$ cat src/rtl/id_stage_if.sv
// Bundle of fetch, register-file, writeback and ID/EX signals around the decode stage.
// The slave view belongs to id_stage; the master view belongs to its surroundings.
interface id_stage_if;
  logic        if_valid;
  logic        if_ready;
  logic [31:0] if_instr;
  logic [31:0] if_pc;
  logic [4:0]  rs1;
  logic [4:0]  rs2;
  logic [31:0] rd_data1;
  logic [31:0] rd_data2;
  logic        wb_valid;
  logic [4:0]  wb_rd;
  logic [31:0] wb_data;
  logic        flush;
  logic        ex_valid;
  logic        ex_ready;
  logic [31:0] ex_pc;
  logic [31:0] ex_op1;
  logic [31:0] ex_op2;
  logic [31:0] ex_imm;
  logic [4:0]  ex_rd;
  logic [6:0]  ex_opcode;
  logic [2:0]  ex_funct3;
  logic        ex_funct7b5;
  logic        ex_we;
  logic        ex_illegal;

  modport master (
    output if_valid, if_instr, if_pc, rd_data1, rd_data2,
           wb_valid, wb_rd, wb_data, flush, ex_ready,
    input  if_ready, rs1, rs2, ex_valid, ex_pc, ex_op1, ex_op2, ex_imm,
           ex_rd, ex_opcode, ex_funct3, ex_funct7b5, ex_we, ex_illegal
  );

  modport slave (
    input  if_valid, if_instr, if_pc, rd_data1, rd_data2,
           wb_valid, wb_rd, wb_data, flush, ex_ready,
    output if_ready, rs1, rs2, ex_valid, ex_pc, ex_op1, ex_op2, ex_imm,
           ex_rd, ex_opcode, ex_funct3, ex_funct7b5, ex_we, ex_illegal
  );
endinterface

$ cat src/rtl/id_stage.sv
// RV32I decode stage: decode, operand bypass from writeback, busy-bit scoreboard
// for RAW/WAW interlock, and the registered ID/EX payload with valid/ready handshake.
module id_stage (
  input  logic       clk,
  input  logic       rst,
  id_stage_if.slave  bus
);

  localparam logic [6:0] OP_R      = 7'b0110011;
  localparam logic [6:0] OP_IALU   = 7'b0010011;
  localparam logic [6:0] OP_LOAD   = 7'b0000011;
  localparam logic [6:0] OP_STORE  = 7'b0100011;
  localparam logic [6:0] OP_BRANCH = 7'b1100011;
  localparam logic [6:0] OP_LUI    = 7'b0110111;
  localparam logic [6:0] OP_AUIPC  = 7'b0010111;
  localparam logic [6:0] OP_JAL    = 7'b1101111;
  localparam logic [6:0] OP_JALR   = 7'b1100111;

  logic [31:0] instr;
  logic [6:0]  opcode;
  logic [4:0]  rs1;
  logic [4:0]  rs2;
  logic [4:0]  rd;

  assign instr  = bus.if_instr;
  assign opcode = instr[6:0];
  assign rd     = instr[11:7];
  assign rs1    = instr[19:15];
  assign rs2    = instr[24:20];

  assign bus.rs1 = rs1;
  assign bus.rs2 = rs2;

  logic        legal;
  logic        uses_rs1;
  logic        uses_rs2;
  logic        writes_rd;
  logic [31:0] imm;

  always_comb begin
    legal     = 1'b1;
    uses_rs1  = 1'b1;
    uses_rs2  = 1'b0;
    writes_rd = 1'b1;
    imm       = 32'd0;
    case (opcode)
      OP_R: begin
        uses_rs2 = 1'b1;
      end
      OP_IALU, OP_LOAD, OP_JALR: begin
        imm = {{20{instr[31]}}, instr[31:20]};
      end
      OP_STORE: begin
        uses_rs2  = 1'b1;
        writes_rd = 1'b0;
        imm       = {{20{instr[31]}}, instr[31:25], instr[11:7]};
      end
      OP_BRANCH: begin
        uses_rs2  = 1'b1;
        writes_rd = 1'b0;
        imm       = {{19{instr[31]}}, instr[31], instr[7], instr[30:25], instr[11:8], 1'b0};
      end
      OP_LUI, OP_AUIPC: begin
        uses_rs1 = 1'b0;
        imm      = {instr[31:12], 12'd0};
      end
      OP_JAL: begin
        uses_rs1 = 1'b0;
        imm      = {{11{instr[31]}}, instr[31], instr[19:12], instr[20], instr[30:21], 1'b0};
      end
      default: begin
        legal     = 1'b0;
        uses_rs1  = 1'b0;
        writes_rd = 1'b0;
      end
    endcase
  end

  logic        ex_we_next;
  logic        bypass1;
  logic        bypass2;
  logic [31:0] op1;
  logic [31:0] op2;

  assign ex_we_next = writes_rd && (rd != 5'd0);
  assign bypass1    = bus.wb_valid && (bus.wb_rd == rs1);
  assign bypass2    = bus.wb_valid && (bus.wb_rd == rs2);
  assign op1 = (rs1 == 5'd0) ? 32'd0 : (bypass1 ? bus.wb_data : bus.rd_data1);
  assign op2 = (rs2 == 5'd0) ? 32'd0 : (bypass2 ? bus.wb_data : bus.rd_data2);

  logic        ex_valid_reg;
  logic [31:0] ex_pc_reg;
  logic [31:0] ex_op1_reg;
  logic [31:0] ex_op2_reg;
  logic [31:0] ex_imm_reg;
  logic [4:0]  ex_rd_reg;
  logic [6:0]  ex_opcode_reg;
  logic [2:0]  ex_funct3_reg;
  logic        ex_funct7b5_reg;
  logic        ex_we_reg;
  logic        ex_illegal_reg;
  logic [31:0] busy_reg;
  logic [31:0] busy_next;

  logic hazard;
  logic if_ready;
  logic issue;
  logic flush_clear;

  // A busy source is only a hazard if writeback is not delivering it this cycle.
  assign hazard = (uses_rs1 && busy_reg[rs1] && !bypass1)
               || (uses_rs2 && busy_reg[rs2] && !bypass2)
               || (ex_we_next && busy_reg[rd] && !(bus.wb_valid && (bus.wb_rd == rd)));

  assign if_ready    = !bus.flush && !hazard && (!ex_valid_reg || bus.ex_ready);
  assign issue       = bus.if_valid && if_ready;
  assign flush_clear = bus.flush && ex_valid_reg && ex_we_reg;
  assign bus.if_ready = if_ready;

  // Issue set beats writeback/flush clear on the same register.
  assign busy_next[0] = 1'b0;
  for (genvar gi = 1; gi < 32; gi++) begin : g_busy
    assign busy_next[gi] = (issue && ex_we_next && (rd == 5'(gi)))
                         || (busy_reg[gi]
                             && !(bus.wb_valid && (bus.wb_rd == 5'(gi)))
                             && !(flush_clear && (ex_rd_reg == 5'(gi))));
  end

  always_ff @(posedge clk or posedge rst) begin
    if (rst) begin
      busy_reg <= 32'd0;
    end else begin
      busy_reg <= busy_next;
    end
  end

  always_ff @(posedge clk or posedge rst) begin
    if (rst) begin
      ex_valid_reg    <= 1'b0;
      ex_pc_reg       <= 32'd0;
      ex_op1_reg      <= 32'd0;
      ex_op2_reg      <= 32'd0;
      ex_imm_reg      <= 32'd0;
      ex_rd_reg       <= 5'd0;
      ex_opcode_reg   <= 7'd0;
      ex_funct3_reg   <= 3'd0;
      ex_funct7b5_reg <= 1'b0;
      ex_we_reg       <= 1'b0;
      ex_illegal_reg  <= 1'b0;
    end else if (issue) begin
      ex_valid_reg    <= 1'b1;
      ex_pc_reg       <= bus.if_pc;
      ex_op1_reg      <= op1;
      ex_op2_reg      <= op2;
      ex_imm_reg      <= imm;
      ex_rd_reg       <= rd;
      ex_opcode_reg   <= opcode;
      ex_funct3_reg   <= instr[14:12];
      ex_funct7b5_reg <= instr[30];
      ex_we_reg       <= ex_we_next;
      ex_illegal_reg  <= !legal;
    end else if (bus.flush || bus.ex_ready) begin
      ex_valid_reg <= 1'b0;
    end
  end

  assign bus.ex_valid    = ex_valid_reg;
  assign bus.ex_pc       = ex_pc_reg;
  assign bus.ex_op1      = ex_op1_reg;
  assign bus.ex_op2      = ex_op2_reg;
  assign bus.ex_imm      = ex_imm_reg;
  assign bus.ex_rd       = ex_rd_reg;
  assign bus.ex_opcode   = ex_opcode_reg;
  assign bus.ex_funct3   = ex_funct3_reg;
  assign bus.ex_funct7b5 = ex_funct7b5_reg;
  assign bus.ex_we       = ex_we_reg;
  assign bus.ex_illegal  = ex_illegal_reg;

endmodule

$ cat src/flat_wrapper.sv
// flat-port wrapper written by rule: the top's interface ports become plain ports
module id_stage_flat 
  (clk, rst, bus_if_valid, bus_if_instr, bus_if_pc, bus_rd_data1, bus_rd_data2, bus_wb_valid, bus_wb_rd, bus_wb_data, bus_flush, bus_ex_ready, bus_if_ready, bus_rs1, bus_rs2, bus_ex_valid, bus_ex_pc, bus_ex_op1, bus_ex_op2, bus_ex_imm, bus_ex_rd, bus_ex_opcode, bus_ex_funct3, bus_ex_funct7b5, bus_ex_we, bus_ex_illegal);
  id_stage_if bus_i ();
  input  logic clk;
  input  logic rst;
  input wire logic [$bits(bus_i.if_valid)-1:0] bus_if_valid;
  input wire logic [$bits(bus_i.if_instr)-1:0] bus_if_instr;
  input wire logic [$bits(bus_i.if_pc)-1:0] bus_if_pc;
  input wire logic [$bits(bus_i.rd_data1)-1:0] bus_rd_data1;
  input wire logic [$bits(bus_i.rd_data2)-1:0] bus_rd_data2;
  input wire logic [$bits(bus_i.wb_valid)-1:0] bus_wb_valid;
  input wire logic [$bits(bus_i.wb_rd)-1:0] bus_wb_rd;
  input wire logic [$bits(bus_i.wb_data)-1:0] bus_wb_data;
  input wire logic [$bits(bus_i.flush)-1:0] bus_flush;
  input wire logic [$bits(bus_i.ex_ready)-1:0] bus_ex_ready;
  output wire logic [$bits(bus_i.if_ready)-1:0] bus_if_ready;
  output wire logic [$bits(bus_i.rs1)-1:0] bus_rs1;
  output wire logic [$bits(bus_i.rs2)-1:0] bus_rs2;
  output wire logic [$bits(bus_i.ex_valid)-1:0] bus_ex_valid;
  output wire logic [$bits(bus_i.ex_pc)-1:0] bus_ex_pc;
  output wire logic [$bits(bus_i.ex_op1)-1:0] bus_ex_op1;
  output wire logic [$bits(bus_i.ex_op2)-1:0] bus_ex_op2;
  output wire logic [$bits(bus_i.ex_imm)-1:0] bus_ex_imm;
  output wire logic [$bits(bus_i.ex_rd)-1:0] bus_ex_rd;
  output wire logic [$bits(bus_i.ex_opcode)-1:0] bus_ex_opcode;
  output wire logic [$bits(bus_i.ex_funct3)-1:0] bus_ex_funct3;
  output wire logic [$bits(bus_i.ex_funct7b5)-1:0] bus_ex_funct7b5;
  output wire logic [$bits(bus_i.ex_we)-1:0] bus_ex_we;
  output wire logic [$bits(bus_i.ex_illegal)-1:0] bus_ex_illegal;
  assign bus_i.if_valid = bus_if_valid;
  assign bus_i.if_instr = bus_if_instr;
  assign bus_i.if_pc = bus_if_pc;
  assign bus_i.rd_data1 = bus_rd_data1;
  assign bus_i.rd_data2 = bus_rd_data2;
  assign bus_i.wb_valid = bus_wb_valid;
  assign bus_i.wb_rd = bus_wb_rd;
  assign bus_i.wb_data = bus_wb_data;
  assign bus_i.flush = bus_flush;
  assign bus_i.ex_ready = bus_ex_ready;
  assign bus_if_ready = bus_i.if_ready;
  assign bus_rs1 = bus_i.rs1;
  assign bus_rs2 = bus_i.rs2;
  assign bus_ex_valid = bus_i.ex_valid;
  assign bus_ex_pc = bus_i.ex_pc;
  assign bus_ex_op1 = bus_i.ex_op1;
  assign bus_ex_op2 = bus_i.ex_op2;
  assign bus_ex_imm = bus_i.ex_imm;
  assign bus_ex_rd = bus_i.ex_rd;
  assign bus_ex_opcode = bus_i.ex_opcode;
  assign bus_ex_funct3 = bus_i.ex_funct3;
  assign bus_ex_funct7b5 = bus_i.ex_funct7b5;
  assign bus_ex_we = bus_i.ex_we;
  assign bus_ex_illegal = bus_i.ex_illegal;
  id_stage u_core (.clk(clk), .rst(rst), .bus(bus_i));
endmodule
$ cat config.mk
export PLATFORM = sky130hd
export DESIGN_NAME = id_stage_flat
export DESIGN_NICKNAME = d
export VERILOG_FILES = /design/src/rtl/id_stage_if.sv /design/src/rtl/id_stage.sv /design/src/flat_wrapper.sv
export SDC_FILE = /design/constraint.sdc
export NUM_CORES = 1
export LEC_CHECK = 0
export BUFFER_PORTS_ARGS = -buffer_cell sky130_fd_sc_hd__buf_2
export CAP_MARGIN = 10
export CORE_UTILIZATION = 46
export DETAILED_ROUTE_END_ITERATION = 6
export PLACE_DENSITY_LB_ADDON = 0.2
export SKIP_CTS_REPAIR_TIMING = 1
export SYNTH_ARGS = -nofsm -noshare
export SYNTH_HDL_FRONTEND = slang
export SYNTH_SLANG_ARGS = --single-unit
$ cat constraint.sdc
create_clock -name clk -period 5.7 [get_ports clk]
set_clock_uncertainty 0.1 [all_clocks]
set_input_delay 0.57 -clock clk [delete_from_list [all_inputs] [get_ports clk]]
set_output_delay 0.57 -clock clk [all_outputs]
set_load 0.01 [all_outputs]
After elaboration in Yosys (flattened, before gate mapping) --
Cells that the tools add are included.
Storage, ports and cells: register bits 178, input port bits 171, output and inout bits 158, word-level logic and storage cells 422
Cells by class: magnitude comparators 3, equality and inequality tests 105, mux-type cells 17, reductions and logical operators 285
Operator list (number):
- == test 5 bit, second input constant | 48
- logical AND 1 bit | 171
- case mux 32 bit (5 select lines) | 1
- two-way mux 32 bit | 4
- == test 5 x 4 -> 1 bit, second input constant | 24
- logical NOT 1 bit | 69
- == test 5 x 3 -> 1 bit, second input constant | 12
- logical OR 1 bit | 35
- == test 5 x 2 -> 1 bit, second input constant | 6
- == test 7 x 6 -> 1 bit, second input constant | 3
- == test 7 bit, second input constant | 3
- < comparator 5 x 6 -> 1 bit, second input constant | 3
- binary-select mux 1 bit (select 5 bit) | 3
- == test 5 x 1 -> 1 bit, second input constant | 3
- == test 5 bit | 3
- == test 7 x 5 -> 1 bit, second input constant | 2
- logical NOT 5 bit | 2
- two-way mux 1 bit | 9
- OR reduction 9 bit | 1
- == test 7 x 2 -> 1 bit, second input constant | 1
- OR reduction 7 bit | 1
- OR reduction 3 bit | 2
- OR reduction 6 bit | 1
- nonzero test 5 bit | 1
- other kinds (2) | 2

Logic depth before layout (Yosys ltp) --
Gate-level depths: netlist of run 1.
depth in word-level cells 14, gate-level depth with buffers 10, mapped depth without buffers 6

Least setup slack after synthesis of run 1 --
OpenSTA, ideal clock, no wires.
path type in2reg, from in bus_if_instr[20], to reg u_core.ex_rd_reg[0], in the netlist u_core.bus.ex_rd[0], setup time 0.128 ns, data arrival time 2.740 ns, data required time 5.472 ns, slack 2.732 ns, stages on the path 10, buffers on the path 4, cell sequence clkbuf_1 > buf_2 > mux4_2 > nor4_1 > a31oi_1 > nand4_1 > nand4_4 > buf_4 > buf_4 > mux2_1
Between the ends: word-level cells in the longest chain between the ends 10, elaborated cells between the ends (all ways) 13
RTL lines:
- start: declaration | RTL line flat_wrapper.sv:8 | input wire logic [$bits(bus_i.if_instr)-1:0] bus_if_instr;
- binary-select mux 1 bit (select 5 bit) / == test 5 bit (equally long branches) | RTL line id_stage.sv:112, id_stage.sv:87
- two-way mux 1 bit (implied by the code) / logical AND 1 bit (equally long branches) | RTL line id_stage.sv:112, id_stage.sv:87
- logical AND 1 bit / logical NOT 1 bit (equally long branches) | RTL line id_stage.sv:112 | || (uses_rs2 && busy_reg[rs2] && !bypass2)
- logical AND 1 bit (*) | RTL line id_stage.sv:112
- logical OR 1 bit (*) | RTL line id_stage.sv:112
- logical OR 1 bit (*) | RTL line id_stage.sv:113 | || (ex_we_next && busy_reg[rd] && !(bus.wb_valid && (bus.wb_rd == rd)));
- logical NOT 1 bit (*) | RTL line id_stage.sv:115 | assign if_ready = !bus.flush && !hazard && (!ex_valid_reg || bus.ex_ready);
- logical AND 1 bit (*) (2 in a row) | RTL line id_stage.sv:115
- logical AND 1 bit (*) | RTL line id_stage.sv:116 | assign issue = bus.if_valid && if_ready;
- end signal: assignment | RTL line id_stage.sv:156 | ex_rd_reg <= rd;
- end: declaration | RTL line id_stage.sv:96 | logic [4:0] ex_rd_reg;
Every way passes the cells marked *; elsewhere a longest branch is shown, timed or not. The select of a mux whose other input is x is not followed. A chain may end at the register's enable or synchronous reset.

Final worst setup path of run 1 --
from in bus_if_instr[7], to reg u_core.ex_op1_reg[19], in the netlist u_core.bus.ex_op1[19]
Between the ends: word-level cells in the longest chain between the ends 9, elaborated cells between the ends (all ways) 14
RTL lines:
- binary-select mux 1 bit (select 5 bit), or another cell as far along | RTL line id_stage.sv:113
- two-way mux 1 bit (implied by the code), or another cell as far along | RTL line id_stage.sv:113
- logical AND 1 bit / logical NOT 1 bit (equally long branches) | RTL line id_stage.sv:113
- logical AND 1 bit (*) | RTL line id_stage.sv:113
- logical OR 1 bit (*) | RTL line id_stage.sv:113
- logical NOT 1 bit (*) | RTL line id_stage.sv:115
- logical AND 1 bit (*) (2 in a row) | RTL line id_stage.sv:115
- logical AND 1 bit (*) | RTL line id_stage.sv:116
- end signal: assignment | RTL line id_stage.sv:153 | ex_op1_reg <= op1;
- end: declaration | RTL line id_stage.sv:93 | logic [31:0] ex_op1_reg;
Marked as above.

==> results.json, run 1 <==
{
  "setup_viol_count_final": 0,
  "io_pins": 329,
  "critPathSlowestCell": "buf_4",
  "p_leak_nw": 5.71,
  "dp_hpwl_um": 20600,
  "yosysSeqAreaShare": 0.454,
  "tightest_slew_ns": 1.14,
  "netlist_area_sq_um": 9820,
  "drc": 1,
  "dr.first_iter.drc_count": 605,
  "cts_buffer_depth": 2,
  "start_util": 0.468,
  "area_delta_synth_final_pct": 23.1,
  "end_kind": "flip-flop",
  "fin_area_sq_um": 12100,
  "synth_top_flop_cell": "dfrtp_1",
  "worstPathMaxFanout": 73,
  "grt.total_usage": 0.266,
  "outcome": "complete, but fails checks",
  "grt_overflow_total": 0,
  "core_area_sq_um": 21000,
  "insertion_delay_ns": 0.43,
  "path_buf_inv": 2,
  "dieArea_sq_um": 21900,
  "ant_nets": 0,
  "cts_made_buffers": 17,
  "ys_warn_count": 0,
  "nets": 1302,
  "synth_edf_count": 0,
  "tns_ns": 0,
  "critPathArrivalTime_ns": 3.98,
  "mostFrequentLayoutCells": "328 x buf_2, 178 x dfrtp_1, 92 x mux2_1",
  "avgSynthCellArea_sq_um": 11.5,
  "antenna_found_initial": 2,
  "routedWlPerCell_um": 20.4,
  "drive_above_1_share": 0.397,
  "violations": "design-rule violations",
  "grt_pass1_wl_um": 44700,
  "critPathLaunchType": "input port",
  "htreeDepth": 4,
  "hp-class": "input port to flip-flop",
  "cts_tree": "built",
  "finalCriticalPeriod_ns": 3.76,
  "synthCells": 855,
  "die_h_um": 148,
  "path_delay_family": "buffers and inverters",
  "cts.sinks": 178,
  "async_flop_share": 1.00,
  "drv_cap": 0,
  "synth_fp_nets": 1026,
  "crit_path_max_incr_delay_ns": 0.85,
  "final_hold_viol_count": 0,
  "vias_per_cell": 5.71,
  "slew_headroom": 0.240,
  "grt_pass1_vias": 8030,
  "portBuffers": 328,
  "timing.final.crit_share": 0.660,
  "fmax_mhz": 266,
  "cts.clk_slew.worst_paths_ns": 0.09,
  "synth-seq-cells": 178,
  "rsz0062_at_grt": "false",
  "grt_start_max_net_pins": 179,
  "clockRootBuffer": "clkbuf_16",
  "peakVddDrop_uv": 218,
  "rows": 53,
  "cp.required_ns": 5.92,
  "final_common_cell": "buf_2",
  "powerDensity_nw_per_um2": 285,
  "dpl-instance-area_sq_um": 11500,
  "cp_cell_sequence": "buf_2 -> nor2b_1 -> a221oi_1 -> nor4_1 -> o211ai_1 -> nand4_4 -> buf_4 -> mux2_1",
  "slew_violations": 0,
  "path_class": "input port to flip-flop",
  "routed_wl_um": 29000,
  "synth_cell_types": 50,
  "die_w_um": 148,
  "num_vias": 8109,
  "place_congestion": 0.893,
  "dr.pass1.iters": 7,
  "fin_util": 0.577
}
where the power goes:
part | internal (mW) | total (mW) | leakage, nW | switching [mW]
Combinational | 0.334 | 0.746 | 3.19 | 0.412
Sequential | 1.43 | 1.53 | 2.23 | 0.0956
Clock | 0.607 | 1.17 | 0.291 | 0.567
Total | 2.38 | 3.45 | 5.71 | 1.07
metal layers:
layer  share of wire  vias up  wire length [um]  global-route usage
met4           0.023        0               665               0.100
met5               0        -                 0                   0
met2            0.48      414             13900               0.426
met3           0.087       54              2530              0.0687
li1                -     3664                 -                   -
met1            0.41     3977             11900               0.347
final timing paths:
check,from,end,slack (ns),cells after the start
worst max-delay path,bus_if_instr[7],u_core.bus.ex_op1[19],1.94,8
worst min-delay path,bus_if_pc[17],u_core.bus.ex_pc[17],0.26,2
worst max register to register,u_core.busy_reg[15],u_core.bus.ex_op1[19],2.29,7
worst min register to register,u_core.bus.ex_op2[21],u_core.bus.ex_op2[21],0.38,1
max in group asynchronous,rst,u_core.bus.ex_rd[1],4.43,3
min in group asynchronous,rst,u_core.busy_reg[9],0.28,3
cells in the mapped netlist (2+ instances only):
| cell type | count | area share |
|---|---|---|
| dfrtp_1 | 178 | 0.45 |
| mux2_1 | 92 | 0.11 |
| mux2i_1 | 87 | 0.089 |
| nor2_1 | 85 | 0.033 |
| mux2_2 | 43 | 0.049 |
| clkbuf_1 | 38 | 0.015 |
| o221ai_1 | 33 | 0.029 |
| nand2_1 | 30 | 0.011 |
| o21ai_0 | 26 | 0.013 |
| nand3_1 | 25 | 0.013 |
| buf_4 | 22 | 0.017 |
| inv_1 | 22 | 0.0084 |
| mux4_2 | 19 | 0.044 |
| a21oi_1 | 14 | 0.0071 |
| a21o_1 | 13 | 0.0099 |
| nand2b_1 | 13 | 0.0083 |
| buf_2 | 11 | 0.0056 |
| nand4_1 | 10 | 0.0064 |
| nor2b_1 | 9 | 0.0057 |
| o41ai_2 | 9 | 0.015 |
| xor2_1 | 8 | 0.0071 |
| xnor2_1 | 7 | 0.0062 |
| nor4_1 | 6 | 0.0038 |
| or2_2 | 6 | 0.0038 |
| a22o_1 | 4 | 0.0036 |
| buf_1 | 4 | 0.0015 |
| nand3b_1 | 4 | 0.0031 |
| nand4b_1 | 4 | 0.0036 |
| and3_1 | 3 | 0.0019 |
| buf_6 | 3 | 0.0034 |
| o211ai_1 | 3 | 0.0023 |
| a31o_2 | 2 | 0.0018 |
| and2_1 | 2 | 0.0013 |
| o22ai_1 | 2 | 0.0013 |
| or3_1 | 2 | 0.0013 |
| or4_1 | 2 | 0.0015 |
through the flow:
step | power (mW) | std cells | hold slack, ns | setup slack, ns
global placement | 2.29 | 1387 | 0.368 | 1.60
global route | 3.61 | 1421 | 0.250 | 1.77
detailed placement | 2.30 | 1387 | 0.375 | 1.55
floorplan | 1.96 | 855 | 0.434 | 0.200
CTS | 3.48 | 1419 | 0.246 | 1.99
finish | 3.45 | 1421 | 0.259 | 1.94
logic make-up (layout without fill, tap and decap cells):
kind of cell | count (synthesis) | after routing | share of synthesized area
simple gates | 205 | 205 | 0.102
other cells | 0 | 2 | 0
xor+xnor | 15 | 15 | 0.0134
mux | 241 | 241 | 0.287
compound gates | 116 | 116 | 0.0934
flops | 178 | 178 | 0.454
buf+inv | 100 | 389 | 0.0503
cell type report:
class / count / area, sq um
diodes: 2 / 5.00
clock buffers: 19 / 453
clock inverters: 13 / 139
fillers: 1842 / 8870
inverters: 22 / 87.6
multi-input cells: 577 / 4890
flip-flops and latches: 178 / 4450
well taps: 275 / 344
repair buffers: 335 / 1720
worst register-to-register path, delay by kind of cell, from the launching register on:
family                 cells  cell delay (ns)
AOI/OAI and AO/OA          2             0.42
buffers and inverters      1             0.62
DFF                        1             0.44
muxes                      3             1.29
and+or+nand+nor            1             0.43
Note: power is estimated with default switching activity, not from simulation.
==> run 2, diff against run 1 <==
==> constraint.sdc (replaced) <==
create_clock -name clk -period 3.4 [get_ports clk]
set_clock_uncertainty 0.1 [all_clocks]
set_input_delay 0.34 -clock clk [delete_from_list [all_inputs] [get_ports clk]]
set_output_delay 0.34 -clock clk [all_outputs]
set_load 0.01 [all_outputs]
==> run 2 against run 1 <==
  * The run still ends with design-rule violations left
  * Cell area up 1.5%
  * Power up 73%
  * Via count down 0.12%
  * Sequential power up 68%
  * Critical path depth down 1
  * Register-to-register slack worse by 1.7 ns
  * Sequential cell count unchanged
  * Wire length up 1.6%
  * Worst hold slack worse by 0.23 ns
  * Critical path type is now input port to primary output
==> results.json, run 2 (same netlist as run 1, synthesis figures left out) <==
{
  "critPathLaunchType": "input port",
  "dr.pass1.iters": 6,
  "tightest_slew_ns": 0.773,
  "drc": 2,
  "dieArea_sq_um": 21900,
  "cp.required_ns": 2.96,
  "slew_violations": 0,
  "crit_path_max_incr_delay_ns": 0.59,
  "insertion_delay_ns": 0.43,
  "path_class": "input port to primary output",
  "place_congestion": 0.938,
  "start_util": 0.468,
  "p_leak_nw": 5.79,
  "stdcell_count": 1431,
  "cts_tree": "built",
  "timing.critical_path.mode_cell": "buf_2",
  "cts_buffer_depth": 2,
  "worstPathMaxFanout": 26,
  "outcome": "complete, but fails checks",
  "nets": 1312,
  "drv_cap": 0,
  "slew_headroom": 0.480,
  "rsz0062_at_grt": "false",
  "dp_hpwl_um": 21300,
  "grt_overflow_total": 0,
  "io_pins": 329,
  "htreeDepth": 4,
  "die_h_um": 148,
  "cp_cell_sequence": "buf_2 -> mux4_2 -> o22ai_1 -> nor4_1 -> o211ai_1 -> and3_1 -> buf_2",
  "ant_nets": 0,
  "powerDensity_nw_per_um2": 486,
  "cts_made_buffers": 17,
  "power_mw": 5.97,
  "num_vias": 8099,
  "dp_slack_ns": 0.172,
  "peakVddDrop_uv": 336,
  "hp-class": "input port to flip-flop",
  "drive_above_1_share": 0.401,
  "portBuffers": 328,
  "vias_per_cell": 5.66,
  "cts.sinks": 178,
  "routedWlPerCell_um": 20.6,
  "critPathSlowestCell": "mux4_2",
  "rows": 53,
  "final_common_cell": "buf_2",
  "core_area_sq_um": 21000,
  "grt.total_usage": 0.271,
  "mostFrequentLayoutCells": "328 x buf_2, 178 x dfrtp_1, 92 x mux2_1",
  "die_w_um": 148,
  "end_kind": "primary output",
  "clockRootBuffer": "clkbuf_16",
  "routed_wl_um": 29500,
  "tns_ns": 0,
  "fmax_mhz": 349,
  "placed_cells_incl_taps": 1396,
  "grt_pass1_wl_um": 45500,
  "cts.clk_slew.worst_paths_ns": 0.08,
  "setup_viol_count_final": 0,
  "worst_slack_ns": 0.537,
  "grt_start_max_net_pins": 121,
  "dr.first_iter.drc_count": 519,
  "antenna_found_initial": 1,
  "timing.final.crit_share": 0.842,
  "critPathArrivalTime_ns": 2.42,
  "finalCriticalPeriod_ns": 2.86,
  "grt_pass1_vias": 8201,
  "final_hold_viol_count": 0,
  "violations": "design-rule violations",
  "area_delta_synth_final_pct": 25.0
}
## run 2: changes by cell type in the layout (fill, tap and decap cells not counted)
cell	previous run	this run
clkinvlp_4	0	1
buf_12	2	7
inv_12	0	1
clkinv_4	6	2
inv_8	4	1
bufinv_16	0	2
inv_6	2	5
dlygate4sd3_1	0	1
clkinv_8	2	4
clkbuf_8	2	0
buf_4	5	9
## run 2: final cells by class
type	count	area, sq um
fill	1815	8680
multi-input combinational	577	4890
sequential	178	4450
timing repair buffer	345	1860
clock buffer	17	425
tap	275	344
clock inverter	15	214
inverter	22	86.3
antenna	2	5.00
## run 2: report_power, final
part           switching, mW  internal (mW)  total (mW)
Clock                  0.989           1.14        2.13
Combinational          0.697          0.573        1.27
Sequential             0.164           2.40        2.57
Total                   1.85           4.12        5.97
## run 2: worst paths after layout
kind,start,end,slack [ns],depth (start not counted)
worst max-delay path,bus_if_instr[7],bus_if_ready,0.54,7
worst min-delay path,bus_if_pc[3],u_core.bus.ex_pc[3],0.03,2
worst max register to register,u_core.busy_reg[17],u_core.bus.ex_pc[0],0.58,7
worst min register to register,u_core.bus.ex_op2[28],u_core.bus.ex_op2[28],0.39,1
max in group asynchronous,rst,u_core.busy_reg[17],1.97,4
min in group asynchronous,rst,u_core.bus.ex_pc[3],0.47,3
## run 2: worst max-delay path, delay by kind of cell
family | cells | cell delay, ns
buffers and inverters | 2 | 0.64
AO/OA/AOI/OAI | 2 | 0.55
AND/OR/NAND/NOR | 2 | 0.30
multiplexers | 1 | 0.59
## run 2: stage by stage
stage / instance area [sq um] / hold WS (ns) / util
floorplan: 9820 / 0.347 / -
global route: 12300 / 0.0118 / 0.586
finish: 12300 / 0.0261 / 0.586
global placement: 11600 / 0.368 / 0.555
detailed placement: 11600 / 0.375 / 0.555
CTS: 12300 / -0.0727 / 0.585
## run 2: layer usage
layer | global-route usage | part of all wire | up-vias
li1 | - | - | 3680
met1 | 0.346 | 0.41 | 3975
met3 | 0.0684 | 0.079 | 58
met4 | 0.101 | 0.027 | 0
met2 | 0.444 | 0.48 | 386
met5 | 0 | 0 | -
==> run 3, diff against run 2 <==
==> constraint.sdc (replaced) <==
create_clock -name clk -period 2.3 [get_ports clk]
set_clock_uncertainty 0.1 [all_clocks]
set_input_delay 0.23 -clock clk [delete_from_list [all_inputs] [get_ports clk]]
set_output_delay 0.23 -clock clk [all_outputs]
set_load 0.01 [all_outputs]
==> run 3 against run 2 <==
  * First-iteration DRC count increased by 7.1%
  * Clock power increased by 46%
  * Via count increased by 8.8%
  * Largest cell class unchanged
  * Combinational power increased by 87%
  * Utilization increased by 8.7 points
  * Critical endpoint is now u_core.bus.ex_pc[24]
  * Die area unchanged
  * Sequential share of layout area decreased by 4.7 points
  * Setup slack got worse by 0.95 ns
  * The flow finishes with violations (negative setup slack)
  * Critical path depth increased by 3
  * Worst hold slack got worse by 0.022 ns
  * Wire length increased by 11%
==> results.json, run 3 (same netlist as run 1, synthesis figures left out) <==
{
  "outcome": "complete, but fails checks",
  "violations": "negative setup slack",
  "dr.pass1.iters": 7,
  "die_h_um": 148,
  "holdPathStages": 3,
  "r2r_start": "u_core.busy_reg[9]",
  "cts_buffer_depth": 2,
  "dr.first_iter.drc_count": 556,
  "worst_slack_ns": -0.414,
  "cp.required_ns": 2.53,
  "p_switching_mw": 2.83,
  "place_congestion": 0.923,
  "drv_cap": 0,
  "p_clk_frac": 0.335,
  "slew_headroom": 0.646,
  "nets": 1466,
  "slew_violations": 0,
  "mostFrequentLayoutCells": "328 x buf_2, 178 x dfrtp_1, 108 x buf_4",
  "powerDensity_nw_per_um2": 662,
  "cts.sinks": 178,
  "ant_nets": 0,
  "final_hold_viol_count": 0,
  "grt.total_usage": 0.283,
  "power.share.combinational": 0.254,
  "die_w_um": 148,
  "grt_pass1_vias": 8524,
  "fmax_mhz": 368,
  "start_util": 0.468,
  "htreeDepth": 4,
  "insertion_delay_ns": 0.44,
  "end_kind": "flip-flop",
  "path_class": "flip-flop to flip-flop",
  "power_mw": 9.32,
  "reg2reg_slack_ns": -0.41,
  "cts_made_buffers": 17,
  "timing.final.crit_share": 1.18,
  "worstPathMaxFanout": 17,
  "portBuffers": 328,
  "io_pins": 329,
  "drc": 0,
  "clockRootBuffer": "clkbuf_16",
  "critPathArrivalTime_ns": 2.94,
  "grt_pass1_wl_um": 47300,
  "grt_start_max_net_pins": 69,
  "diodes": 0,
  "drive_above_1_share": 0.518,
  "tightest_slew_ns": 0.530,
  "stdcell_count": 1583,
  "critPathLaunchType": "flip-flop",
  "hp-start": "bus_if_instr[31]",
  "antenna_found_initial": 0,
  "final_common_cell": "buf_2",
  "crit_start": "u_core.busy_reg[9]",
  "cts.clk_slew.worst_paths_ns": 0.07,
  "dieArea_sq_um": 21900,
  "finalCriticalPeriod_ns": 2.71,
  "ff2ff_path_depth": 10,
  "rsz0062_at_grt": "true",
  "rows": 53,
  "cts_tree": "built",
  "multiInputGateArea_sq_um": 5300,
  "nFillCells": 1632,
  "grt_overflow_total": 0,
  "vias_per_cell": 5.57,
  "peakVddDrop_uv": 519,
  "hp-class": "input port to flip-flop",
  "area_delta_synth_final_pct": 43.5,
  "placed_cells_incl_taps": 1500,
  "core_area_sq_um": 21000,
  "routedWlPerCell_um": 20.7,
  "dp_hpwl_um": 23100,
  "num_vias": 8812,
  "swShare": 0.304,
  "seq_power_share": 0.411,
  "setup_viol_count_final": 179,
  "p_leak_nw": 7.00,
  "routed_wl_um": 32800,
  "seq_area_sq_um": 4450,
  "internal_power_mw": 6.49
}
[run 3: changes by cell type in the layout (fill, tap and decap cells not counted), moves of 4 or more]
cell and delta:
buf_12 +5, buf_4 +99, clkbuf_16 +4, dlygate4sd3_1 +43
mux2_1 -91, mux2_4 +92, o21ai_0 -12, o21ai_2 +10
[run 3: area by class of cell]
class | count | share of cell area
repair buffers | 499 | 0.232
well taps | 275 | 0.0244
multi-input cells | 577 | 0.376
inverters | 22 | 0.00613
flip-flops and latches | 178 | 0.316
clock inverters | 14 | 0.0132
clock buffers | 18 | 0.0312
[run 3: power by group through the flow]
stage | Clock, mW | Sequential (mW) | Combinational (mW)
after global placement | 0 | 3.86 | 2.22
after detailed placement | 0 | 3.87 | 2.25
after global routing | 3.26 | 3.88 | 2.52
final | 3.12 | 3.83 | 2.37
after floorplan | 0 | 4.04 | 1.11
after CTS | 3.16 | 3.82 | 2.26
[run 3: critical path, stage by stage, from the launching register on]
cell       delay [ns]
dfrtp_1          0.38
buf_4            0.14
mux4_2           0.46
o22ai_2          0.17
nor4_1           0.07
o211ai_1         0.24
buf_4            0.17
nand4_4          0.16
buf_4            0.23
clkbuf_16        0.19
mux2_2           0.29
[run 3: final timing paths]
path                                          to
max                         u_core.bus.ex_pc[24]
min in group asynchronous  u_core.bus.ex_op2[20]
min reg2reg                u_core.bus.ex_op1[22]
max in group asynchronous    u_core.bus.ex_rd[3]
min                        u_core.bus.ex_imm[31]
max reg2reg                 u_core.bus.ex_pc[24]
[run 3: per-stage QoR]
stage                      util  setup slack, ns  area (sq um)  setup TNS, ns  hold WS (ns)
after floorplan               -           -0.311         10300         -73.51         0.237
after global placement    0.611           -0.468         12800         -71.79         0.189
after detailed placement  0.611           -0.528         12800         -78.74         0.185
after CTS                 0.641           -0.449         13400         -54.09        -0.288
after global routing      0.672           -0.520         14100         -77.53        0.0117
final                     0.672           -0.414         14100         -59.97       0.00409
[run 3: routing by layer]
layer	share of wire	track usage	vias up
li1	-	-	3988
met1	0.42	0.374	4367
met2	0.50	0.464	404
met3	0.066	0.0546	53
met4	0.020	0.0985	0
met5	0	0	-
